[src/rtl/flm_alloc_pkg.sv]
// Shared helpers for the free-list allocator and its round-robin picker.
// Widths are always derived from the instance's N; nothing here fixes a width.
// Only the default pool size and the ID-width helper live here.
package flm_alloc_pkg;

  // Default pool size when the parent does not override N.
  localparam int FLM_DEFAULT_N = 16;

  // ID width for an n-entry pool; guards n < 2 so a bad N still elaborates far
  // enough for the static check in the top to report it.
  function automatic int flm_id_w(input int n);
    return (n < 2) ? 1 : $clog2(n);
  endfunction

endpackage

[src/rtl/flm_alloc_rr.sv]
// Round-robin picker: first set bit of i_mask at or after i_ptr, wrapping mod N.
// Purely combinational, zero latency.
// No handshake; o_vld is low when the mask is empty.
module rr_pick
  import flm_alloc_pkg::*;
#(
  parameter int N = FLM_DEFAULT_N
) (
  input  logic [N-1:0]           i_mask,
  input  logic [flm_id_w(N)-1:0] i_ptr,
  output logic                   o_vld,
  output logic [flm_id_w(N)-1:0] o_id
);

  localparam int W = flm_id_w(N);
  localparam logic [W:0] NV = (W+1)'(N);

  logic [2*N-1:0] w_dbl;
  logic [N-1:0]   w_rot;
  logic [W-1:0]   w_enc;
  logic [W:0]     w_sum;

  // Rotate so i_ptr lands at bit 0, priority-encode the lowest set bit, then
  // add the pointer back and wrap mod N (N need not be a power of two).
  always_comb begin
    w_dbl = {i_mask, i_mask} >> i_ptr;
    w_rot = w_dbl[N-1:0];
    w_enc = '0;
    for (int i = N - 1; i >= 0; i--) begin
      if (w_rot[i]) w_enc = W'(i);
    end
    o_vld = |w_rot;
    w_sum = {1'b0, w_enc} + {1'b0, i_ptr};
    if (w_sum >= NV) w_sum = w_sum - NV;
    o_id = w_sum[W-1:0];
  end

endmodule

[src/rtl/flm_alloc.sv]
// Free-list allocator: picks free IDs round-robin and offers them on a registered valid/ready port.
// Latency: first offer one edge after reset release; back-to-back transfers every cycle while IDs remain.
// Backpressure: offer holds stable while alloc_rdy is low; frees are always accepted.
module flm_alloc
  import flm_alloc_pkg::*;
#(
  parameter int N = FLM_DEFAULT_N
) (
  input  logic                   clk,
  input  logic                   rst,
  output logic                   alloc_vld_r,
  output logic [flm_id_w(N)-1:0] alloc_id_r,
  input  logic                   alloc_rdy,
  input  logic                   free_vld,
  input  logic [flm_id_w(N)-1:0] free_id,
  input  logic                   clear,
  output logic [flm_id_w(N):0]   free_cnt_r,
  output logic                   idle_r,
  output logic                   exhausted_r
);

  localparam int W  = flm_id_w(N);
  localparam int CW = W + 1;

  typedef logic [W-1:0]  id_t;
  typedef logic [CW-1:0] cnt_t;

  generate
    if (N < 2) begin : g_bad_n
      $error("flm_alloc: N must be at least 2");
    end
  endgenerate

  // 1 = ID reserved (on offer) or issued to the consumer.
  logic [N-1:0] r_state;
  id_t          r_ptr;
  logic         r_alloc_vld;
  id_t          r_alloc_id;
  cnt_t         r_free_cnt;
  logic         r_idle;
  logic         r_exhausted;

  logic         w_xfer;
  logic         w_load;
  logic         w_pick_vld;
  id_t          w_pick_id;
  logic [N-1:0] w_load_oh;
  logic [N-1:0] w_free_oh;
  logic [N-1:0] w_state_nxt;
  cnt_t         w_cnt_nxt;
  logic         w_vld_nxt;
  id_t          w_id_nxt;
  id_t          w_ptr_nxt;
  logic         w_idle_nxt;
  logic         w_exh_nxt;

  // The picker sees registered state only, so an ID freed this cycle is not
  // pickable until the following cycle.
  rr_pick #(.N(N)) u_pick (
    .i_mask (~r_state),
    .i_ptr  (r_ptr),
    .o_vld  (w_pick_vld),
    .o_id   (w_pick_id)
  );

  // Next-state: reload the offer register when it is empty or being taken,
  // update the per-ID bits and the free counter.
  always_comb begin
    w_xfer      = r_alloc_vld & alloc_rdy;
    w_load      = (~r_alloc_vld | w_xfer) & w_pick_vld;
    w_load_oh   = w_load   ? ({{(N-1){1'b0}}, 1'b1} << w_pick_id) : '0;
    w_free_oh   = free_vld ? ({{(N-1){1'b0}}, 1'b1} << free_id)   : '0;
    w_state_nxt = (r_state | w_load_oh) & ~w_free_oh;

    w_cnt_nxt = r_free_cnt;
    if (w_load && !free_vld)      w_cnt_nxt = r_free_cnt - cnt_t'(1);
    else if (!w_load && free_vld) w_cnt_nxt = r_free_cnt + cnt_t'(1);

    w_vld_nxt = r_alloc_vld;
    w_id_nxt  = r_alloc_id;
    w_ptr_nxt = r_ptr;
    if (w_load) begin
      w_vld_nxt = 1'b1;
      w_id_nxt  = w_pick_id;
      w_ptr_nxt = (w_pick_id == id_t'(N - 1)) ? '0 : w_pick_id + id_t'(1);
    end else if (w_xfer) begin
      w_vld_nxt = 1'b0;
    end

    // Idle means every ID is either free or sitting in the offer register.
    w_idle_nxt = (w_cnt_nxt + cnt_t'(w_vld_nxt)) == cnt_t'(N);
    w_exh_nxt  = (w_cnt_nxt == '0);
  end

  // State registers; clear restores reset values and overrides any load,
  // transfer or free in the same cycle.
  always_ff @(posedge clk or posedge rst) begin
    if (rst) begin
      r_state     <= '0;
      r_ptr       <= '0;
      r_alloc_vld <= 1'b0;
      r_alloc_id  <= '0;
      r_free_cnt  <= cnt_t'(N);
      r_idle      <= 1'b1;
      r_exhausted <= 1'b0;
    end else if (clear) begin
      r_state     <= '0;
      r_ptr       <= '0;
      r_alloc_vld <= 1'b0;
      r_alloc_id  <= '0;
      r_free_cnt  <= cnt_t'(N);
      r_idle      <= 1'b1;
      r_exhausted <= 1'b0;
    end else begin
      r_state     <= w_state_nxt;
      r_ptr       <= w_ptr_nxt;
      r_alloc_vld <= w_vld_nxt;
      r_alloc_id  <= w_id_nxt;
      r_free_cnt  <= w_cnt_nxt;
      r_idle      <= w_idle_nxt;
      r_exhausted <= w_exh_nxt;
    end
  end

  assign alloc_vld_r = r_alloc_vld;
  assign alloc_id_r  = r_alloc_id;
  assign free_cnt_r  = r_free_cnt;
  assign idle_r      = r_idle;
  assign exhausted_r = r_exhausted;

  // Returning an ID that is not out with the consumer is a protocol error.
  a_free_unissued: assert property (@(posedge clk) disable iff (rst)
    (free_vld && !clear) |-> r_state[free_id]);

  // The ID sitting in the offer register has not been handed out yet.
  a_free_on_offer: assert property (@(posedge clk) disable iff (rst)
    (free_vld && !clear) |-> !(r_alloc_vld && (free_id == r_alloc_id)));

endmodule
[config.mk]
export PLATFORM = sky130hd
export DESIGN_NAME = flm_alloc
export DESIGN_NICKNAME = d
export VERILOG_FILES = /design/src/rtl/flm_alloc_pkg.sv /design/src/rtl/flm_alloc_rr.sv /design/src/rtl/flm_alloc.sv
export SDC_FILE = /design/constraint.sdc
export NUM_CORES = 1
export LEC_CHECK = 0
export CAP_MARGIN = 20
export CELL_PAD_IN_SITES_DETAIL_PLACEMENT = 1
export CELL_PAD_IN_SITES_GLOBAL_PLACEMENT = 2
export CORE_ASPECT_RATIO = 1.2
export CORE_MARGIN = 4
export CORE_UTILIZATION = 34
export DETAILED_ROUTE_END_ITERATION = 10
export GPL_ROUTABILITY_DRIVEN = 1
export GPL_TIMING_DRIVEN = 0
export PLACE_DENSITY_LB_ADDON = 0.12
export SYNTH_ARGS = -nofsm -noshare
export SYNTH_HDL_FRONTEND = slang
export SYNTH_HIERARCHICAL = 1
export SYNTH_SLANG_ARGS = --single-unit
[constraint.sdc]
create_clock -name clk -period 4 [get_ports clk]
set_input_delay 0.8 -clock clk [delete_from_list [all_inputs] [get_ports clk]]
set_output_delay 0.8 -clock clk [all_outputs]
set_load 0.01 [all_outputs]
# Word-level counts from Yosys, hierarchy flattened
# Cells that the tools add are included.
# word_totals
reg_bits	32
inputBits	9
output_inout_bits	12
elab_cells	67
# classes
add_sub_neg	6
n_lt_le_gt_ge	1
eq_ne	2
shifts	3
muxes	33
bitwise	8
n_reduce_logical	7
# op_table
operator	n
2-to-1 mux 4 bit	22
2-to-1 mux 16 bit	3
NOT 16 bit	2
left shift 1 x 4 -> 16 bit, first input constant	2
right shift 32 x 4 -> 16 bit	1
AND 16 bit	1
bitwise OR 16 bit	1
OR reduction 16 bit	1
2-to-1 mux 5 bit	3
adder 4 x 4 -> 5 bit	1
adder 5 x 1 -> 5 bit	1
adder 5 x 1 -> 5 bit, second input constant	1
equality test 5 bit, second input constant	1
>= comparator 5 bit, second input constant	1
zero test 5 bit	1
2-to-1 mux 1 bit	5
subtractor 5 x 1 -> 5 bit, second input constant	1
adder 4 x 1 -> 4 bit, second input constant	1
equality test 4 bit, second input constant	1
subtractor 4 x 1 -> 4 bit, second input constant	1
AND 1 bit	2
logical AND 1 bit	2
zero test 1 bit	2
nonzero test 2 bit	1
2 further kinds	2

# Longest topological paths before layout
# logic_depth
word_depth	26
ltp_mapped	19
depth_no_buf	17

# Modules after synthesis
# The synthesis kept the hierarchy.
# modules_own_cells
module	instances	cells_per_inst	area_per_inst_um2	seq_area_each_um2
flm_alloc	1	194	1774.2	803.3
rr_pick	1	128	1213.7	0.0

# Worst setup path before layout
# No wires, ideal clock.
# synth_timing
kind	reg2reg
from	reg r_ptr[1]
to	reg r_idle (netlist: idle_r)
setup_ns	0.072
t_arrival_ns	4.158
required_ns	3.928
slack_ns	-0.230
stages_incl_launch_ff	19
path_buffers	4
synth_period_minus_slack_ns	4.230
cell_sequence	dfrtp_1 > buf_6 > buf_6 > mux4_2 > mux2_2 > mux2i_2 > o211ai_1 > nor2_1 > nand4_1 > clkbuf_1 > and2_4 > buf_6 > xnor2_1 > xnor2_1 > inv_1 > ha_1 > ha_1 > or4b_1 > o21ai_1
# synth_via
elab_chain_len	10
word_cells_on_any_way	12
classes_between	add/sub (1); eq/ne (1); shift (1); mux (4); bitwise (1); reduce/logical (4)
# synth_lines
item	line	source
start: declaration	flm_alloc.sv:36	id_t r_ptr;
start signal: assignment	flm_alloc.sv:116	r_ptr <= w_ptr_nxt;
right shift 32 x 4 -> 16 bit (*)	flm_alloc_rr.sv:26	w_dbl = {i_mask, i_mask} >> i_ptr;
OR reduction 16 bit (*)	flm_alloc_rr.sv:32	o_vld = |w_rot;
via w_pick_vld	flm_alloc.sv:45	logic w_pick_vld;
AND 1 bit (*)	flm_alloc.sv:70	w_load = (~r_alloc_vld | w_xfer) & w_pick_vld;
zero test 1 bit	flm_alloc.sv:77	else if (!w_load && free_vld) w_cnt_nxt = r_free_cnt + cnt_t'(1);
logical AND 1 bit	flm_alloc.sv:77	
2-to-1 mux 5 bit	flm_alloc.sv:77	
2-to-1 mux 5 bit	flm_alloc.sv:76	if (w_load && !free_vld) w_cnt_nxt = r_free_cnt - cnt_t'(1);
adder 5 x 1 -> 5 bit (*)	flm_alloc.sv:91	w_idle_nxt = (w_cnt_nxt + cnt_t'(w_vld_nxt)) == cnt_t'(N);
equality test 5 bit (*)	flm_alloc.sv:91	
2-to-1 mux 1 bit (*)	flm_alloc.sv:106	end else if (clear) begin
end signal: assignment	flm_alloc.sv:120	r_idle <= w_idle_nxt;
end: declaration	flm_alloc.sv:40	logic r_idle;
# Mark *: on every way through the listed nets, which the timed path passes. The rest lies on a longest branch.
# A chain may end at the register's enable or synchronous reset.

# Worst setup path in the final report
# layout_timing
from	reg r_ptr[1]
to	reg r_ptr[3]
# layout_via
elab_chain_len	24
word_cells_on_any_way	29
classes_between	add/sub (3); order compare (1); eq/ne (1); shift (1); mux (20); bitwise (1); reduce/logical (2)
# layout_lines
item	line	source
right shift 32 x 4 -> 16 bit	flm_alloc_rr.sv:26	
2-to-1 mux 4 bit (16 in series)	flm_alloc_rr.sv:30	if (w_rot[i]) w_enc = W'(i);
adder 4 x 4 -> 5 bit	flm_alloc_rr.sv:33	w_sum = {1'b0, w_enc} + {1'b0, i_ptr};
subtractor 4 x 1 -> 4 bit or >= comparator 5 bit (tied branches)	flm_alloc_rr.sv:34	if (w_sum >= NV) w_sum = w_sum - NV;
2-to-1 mux 4 bit	flm_alloc_rr.sv:34	
adder 4 x 1 -> 4 bit or equality test 4 bit (tied branches)	flm_alloc.sv:85	w_ptr_nxt = (w_pick_id == id_t'(N - 1)) ? '0 : w_pick_id + id_t'(1);
2-to-1 mux 4 bit	flm_alloc.sv:85	
2-to-1 mux 4 bit	flm_alloc.sv:82	if (w_load) begin
2-to-1 mux 4 bit	flm_alloc.sv:106	
# Several ways; a longest one is shown, not always the timed one. The select of a mux whose other input is x is not followed.

==> impl_metrics.tcl <==
set metrics [dict create \
    insertion_delay_ps 280 \
    slowest_delay_ps 550 \
    synth_nets 345 \
    die_x_um 93.6 \
    cts_made_buffers 5 \
    clockBufferDepth 2 \
    status "complete, but fails checks" \
    clock_skew_ps 4.21 \
    die_area_um2 10400 \
    finalSetupViolCount 20 \
    grt_pass1_vias 3079 \
    drt-initial-drc-count 61 \
    synth_top_area_frac 0.251 \
    die_h_um 111 \
    cts_tree "done" \
    route.detailed.drc 0 \
    place_area_um2 3400 \
    clock-sinks 32 \
    drv_slew 0 \
    peakVddDrop_uv 287 \
    dp_hpwl_um 7290 \
    synth_ff_type "dfrtp_1" \
    slew_headroom 0.505 \
    synth_cell_types 68 \
    postRouteAntennaNets 0 \
    drive_above_1_share 0.345 \
    syn_area_um2 2990 \
    powerDensity_nw_per_um2 466 \
    yosys-top-cells-area "dfrtp_1 (25%), mux4_2 (12%), ha_1 (5.4%)" \
    h-tree-depth 2 \
    cpMaxStageDelayCell "mux4_2" \
    antennaDiodeCount 0 \
    vias 2792 \
    area_growth_pct 35.9 \
    path_max_fanout 7 \
    fin_ws_ps -318 \
    path_cells "buf_8 > mux4_2 > mux2_4 > or3b_4 > a221o_1 > a21boi_1 > o31a_1 > ha_1 > a21o_1 > a21oi_2 > xor2_1 > xnor2_1 > buf_4 > or4_4 > a311oi_2" \
    viasPerCell 5.55 \
    timing.fmax_mhz 232 \
    worst-setup-path-type "reg -> reg" \
    cp-start-kind "register" \
    port_buffers 20 \
    cap_violations 0 \
    top_level_ports 21 \
    synth_edf_count 0 \
    ys_warn_count 6 \
    violations "negative setup slack" \
    yosysTopAreaCell "dfrtp_1" \
    wire_per_inst_um 19.2 \
    total_leakage_power_nw 1.56 \
    finalHoldViolCount 0 \
    cp.arrival_ps 4500 \
    initial_utilization 0.349 \
    worst_pin_slew_ps 740 \
    ys_ff_latch 32 \
    grt_setup_unrepaired "true" \
    firstDrtPassIters 4 \
    grt_usage 0.191 \
    grt_pass1_wl_um 15900 \
    period_share 1.08 \
    antenna_found_initial 0 \
    fin_area_um2 4060 \
    wirelength_um 9670 \
    worstHoldPathType "reg -> reg" \
    async_reset_ff_frac 1.00 \
    gr-total-overflow 0 \
    synth-seq-area-share 0.269 \
    cts_root_buf "clkbuf_8" \
    grt_start_max_net_pins 20 \
    cts.reportedPaths.clkPinSlew_ps 70 \
    nNetsFinal 408 \
    period_needed_ps 4320 \
    holdWs_ps 524 \
    worstPathRequired_ps 4180 \
    syn_avg_cell_area_um2 9.28 \
    gp_congestion 0.818 \
    end_kind "register" \
    core_um2 8560 \
    rows 37 \
    syn_inst 322 \
]
[worst paths after layout]
path                                            from                         to  slack [ps]  cells after the start
max                             r_ptr[1]$_DFFE_PP0P_       r_ptr[3]$_DFFE_PP0P_        -320                     15
min                        alloc_id_r[1]$_DFFE_PP0P_  alloc_id_r[1]$_DFFE_PP0P_         520                      2
max reg2reg                     r_ptr[1]$_DFFE_PP0P_       r_ptr[3]$_DFFE_PP0P_        -320                     15
min reg2reg                alloc_id_r[1]$_DFFE_PP0P_  alloc_id_r[1]$_DFFE_PP0P_         520                      2
max in group asynchronous                        rst       r_ptr[1]$_DFFE_PP0P_        2530                      3
min in group asynchronous                        rst      alloc_vld_r$_DFF_PP0_         940                      2
[state kept, by name (all words and copies together) (netlist names)]
register and count:
alloc_id_r 4, alloc_vld_r 1, exhausted_r 1, free_cnt_r 5
idle_r 1, r_ptr 4, r_state 16
[routing by layer]
layer	part of all wire	global-route usage	vias to the layer above
met5	0	0	-
met4	0.027	0.0636	0
met3	0.014	0.0183	16
met2	0.56	0.364	33
met1	0.40	0.218	1416
li1	-	-	1327
[metrics by stage]
step                      std cells  setup WS, ps  utilization  setup TNS [ps]  total power, mW
after floorplan                 322         -69.1            -            -137             1.08
after global placement          459          -774        0.394          -10870             1.34
after detailed placement        460          -815        0.397          -10850             1.36
after CTS                       497          -271        0.459           -3700             1.84
after global routing            503          -534        0.474           -9650             2.02
final                           503          -318        0.474           -4970             1.89
[kinds of logic (layout without fill, tap and decap cells)]
family / Yosys count / in the layout / synth area share
fa+ha+maj: 14 / 14 / 0.0611
mux: 38 / 38 / 0.204
compound gates: 83 / 83 / 0.196
xor+xnor: 6 / 6 / 0.0176
buf+inv: 46 / 110 / 0.0699
flops: 32 / 32 / 0.269
simple gates: 103 / 103 / 0.183
[report_power, final]
| group | switching (mW) | internal, mW |
|---|---|---|
| logic | 0.653 | 0.556 |
| clock network | 0.121 | 0.137 |
| registers | 0.0447 | 0.380 |
[cells in the mapped netlist, types with 3 or more instances]
cell type,number
a221oi_1,3
mux4_2,16
nand2_1,26
and2_1,4
o211ai_1,4
nor2_1,20
a21oi_1,28
a31oi_1,3
nand4_1,6
buf_6,4
clkbuf_1,9
mux2_2,9
and3_1,5
a211oi_1,11
mux2i_1,10
a311oi_1,5
xnor2_1,4
nor3_1,5
nor2b_1,4
ha_1,13
inv_1,26
dfrtp_1,30
buf_2,5
nand2b_1,4
and4_1,3
o21ai_0,5
nand3_1,10
[layout by cell type, fill, tap and decap left out, drive strengths merged, types with 2 or more instances in the layout]
cell type | synthesis | routed
buf | 10 | 46
dfrtp | 30 | 30
a21oi | 28 | 28
inv | 27 | 27
nand2 | 26 | 26
clkdlybuf4s50 | 0 | 20
nor2 | 20 | 20
mux4 | 16 | 16
clkbuf | 9 | 15
ha | 13 | 13
mux2i | 12 | 12
a211oi | 11 | 11
nand3 | 10 | 10
mux2 | 10 | 10
o21ai | 7 | 7
nand4 | 6 | 6
a311oi | 6 | 6
nor3 | 6 | 6
and3 | 5 | 5
nand2b | 5 | 5
and2 | 5 | 5
nor2b | 4 | 4
o211ai | 4 | 4
xnor2 | 4 | 4
a221oi | 3 | 3
a31oi | 3 | 3
and4 | 3 | 3
nor3b | 2 | 2
nor4 | 2 | 2
a22o | 2 | 2
clkinv | 0 | 2
dfstp | 2 | 2
a21o | 2 | 2
nand3b | 2 | 2
or2 | 2 | 2
a21boi | 2 | 2
xor2 | 2 | 2
a2111oi | 2 | 2
[cell type report]
class | instances | area, um2
buffer | 18 | 136
clock buffer | 6 | 82.6
clock inverter | 2 | 10.0
fill | 974 | 4500
inverter | 27 | 101
multi-input combinational | 244 | 2230
sequential | 32 | 805
tap | 117 | 146
timing repair buffer | 57 | 551
[worst max-delay path, delay by kind of cell (launching register included)]
family	cells	cell delay [ps]
buf+inv	2	300
fa+ha+maj	1	250
simple gates	2	830
flops	1	410
mux	2	870
compound gates	6	1290
xor+xnor	2	270
[timing repair]
item | 4_1_cts | 5_1_grt
hold buffers | 0 | 0
gates resized for setup | 39 | 17
setup buffers | 28 | 6
gates cloned | 2 | 0
setup endpoints to repair | 22 | 22
pin swaps | 22 | 23
(Power assumes the default switching activity.)
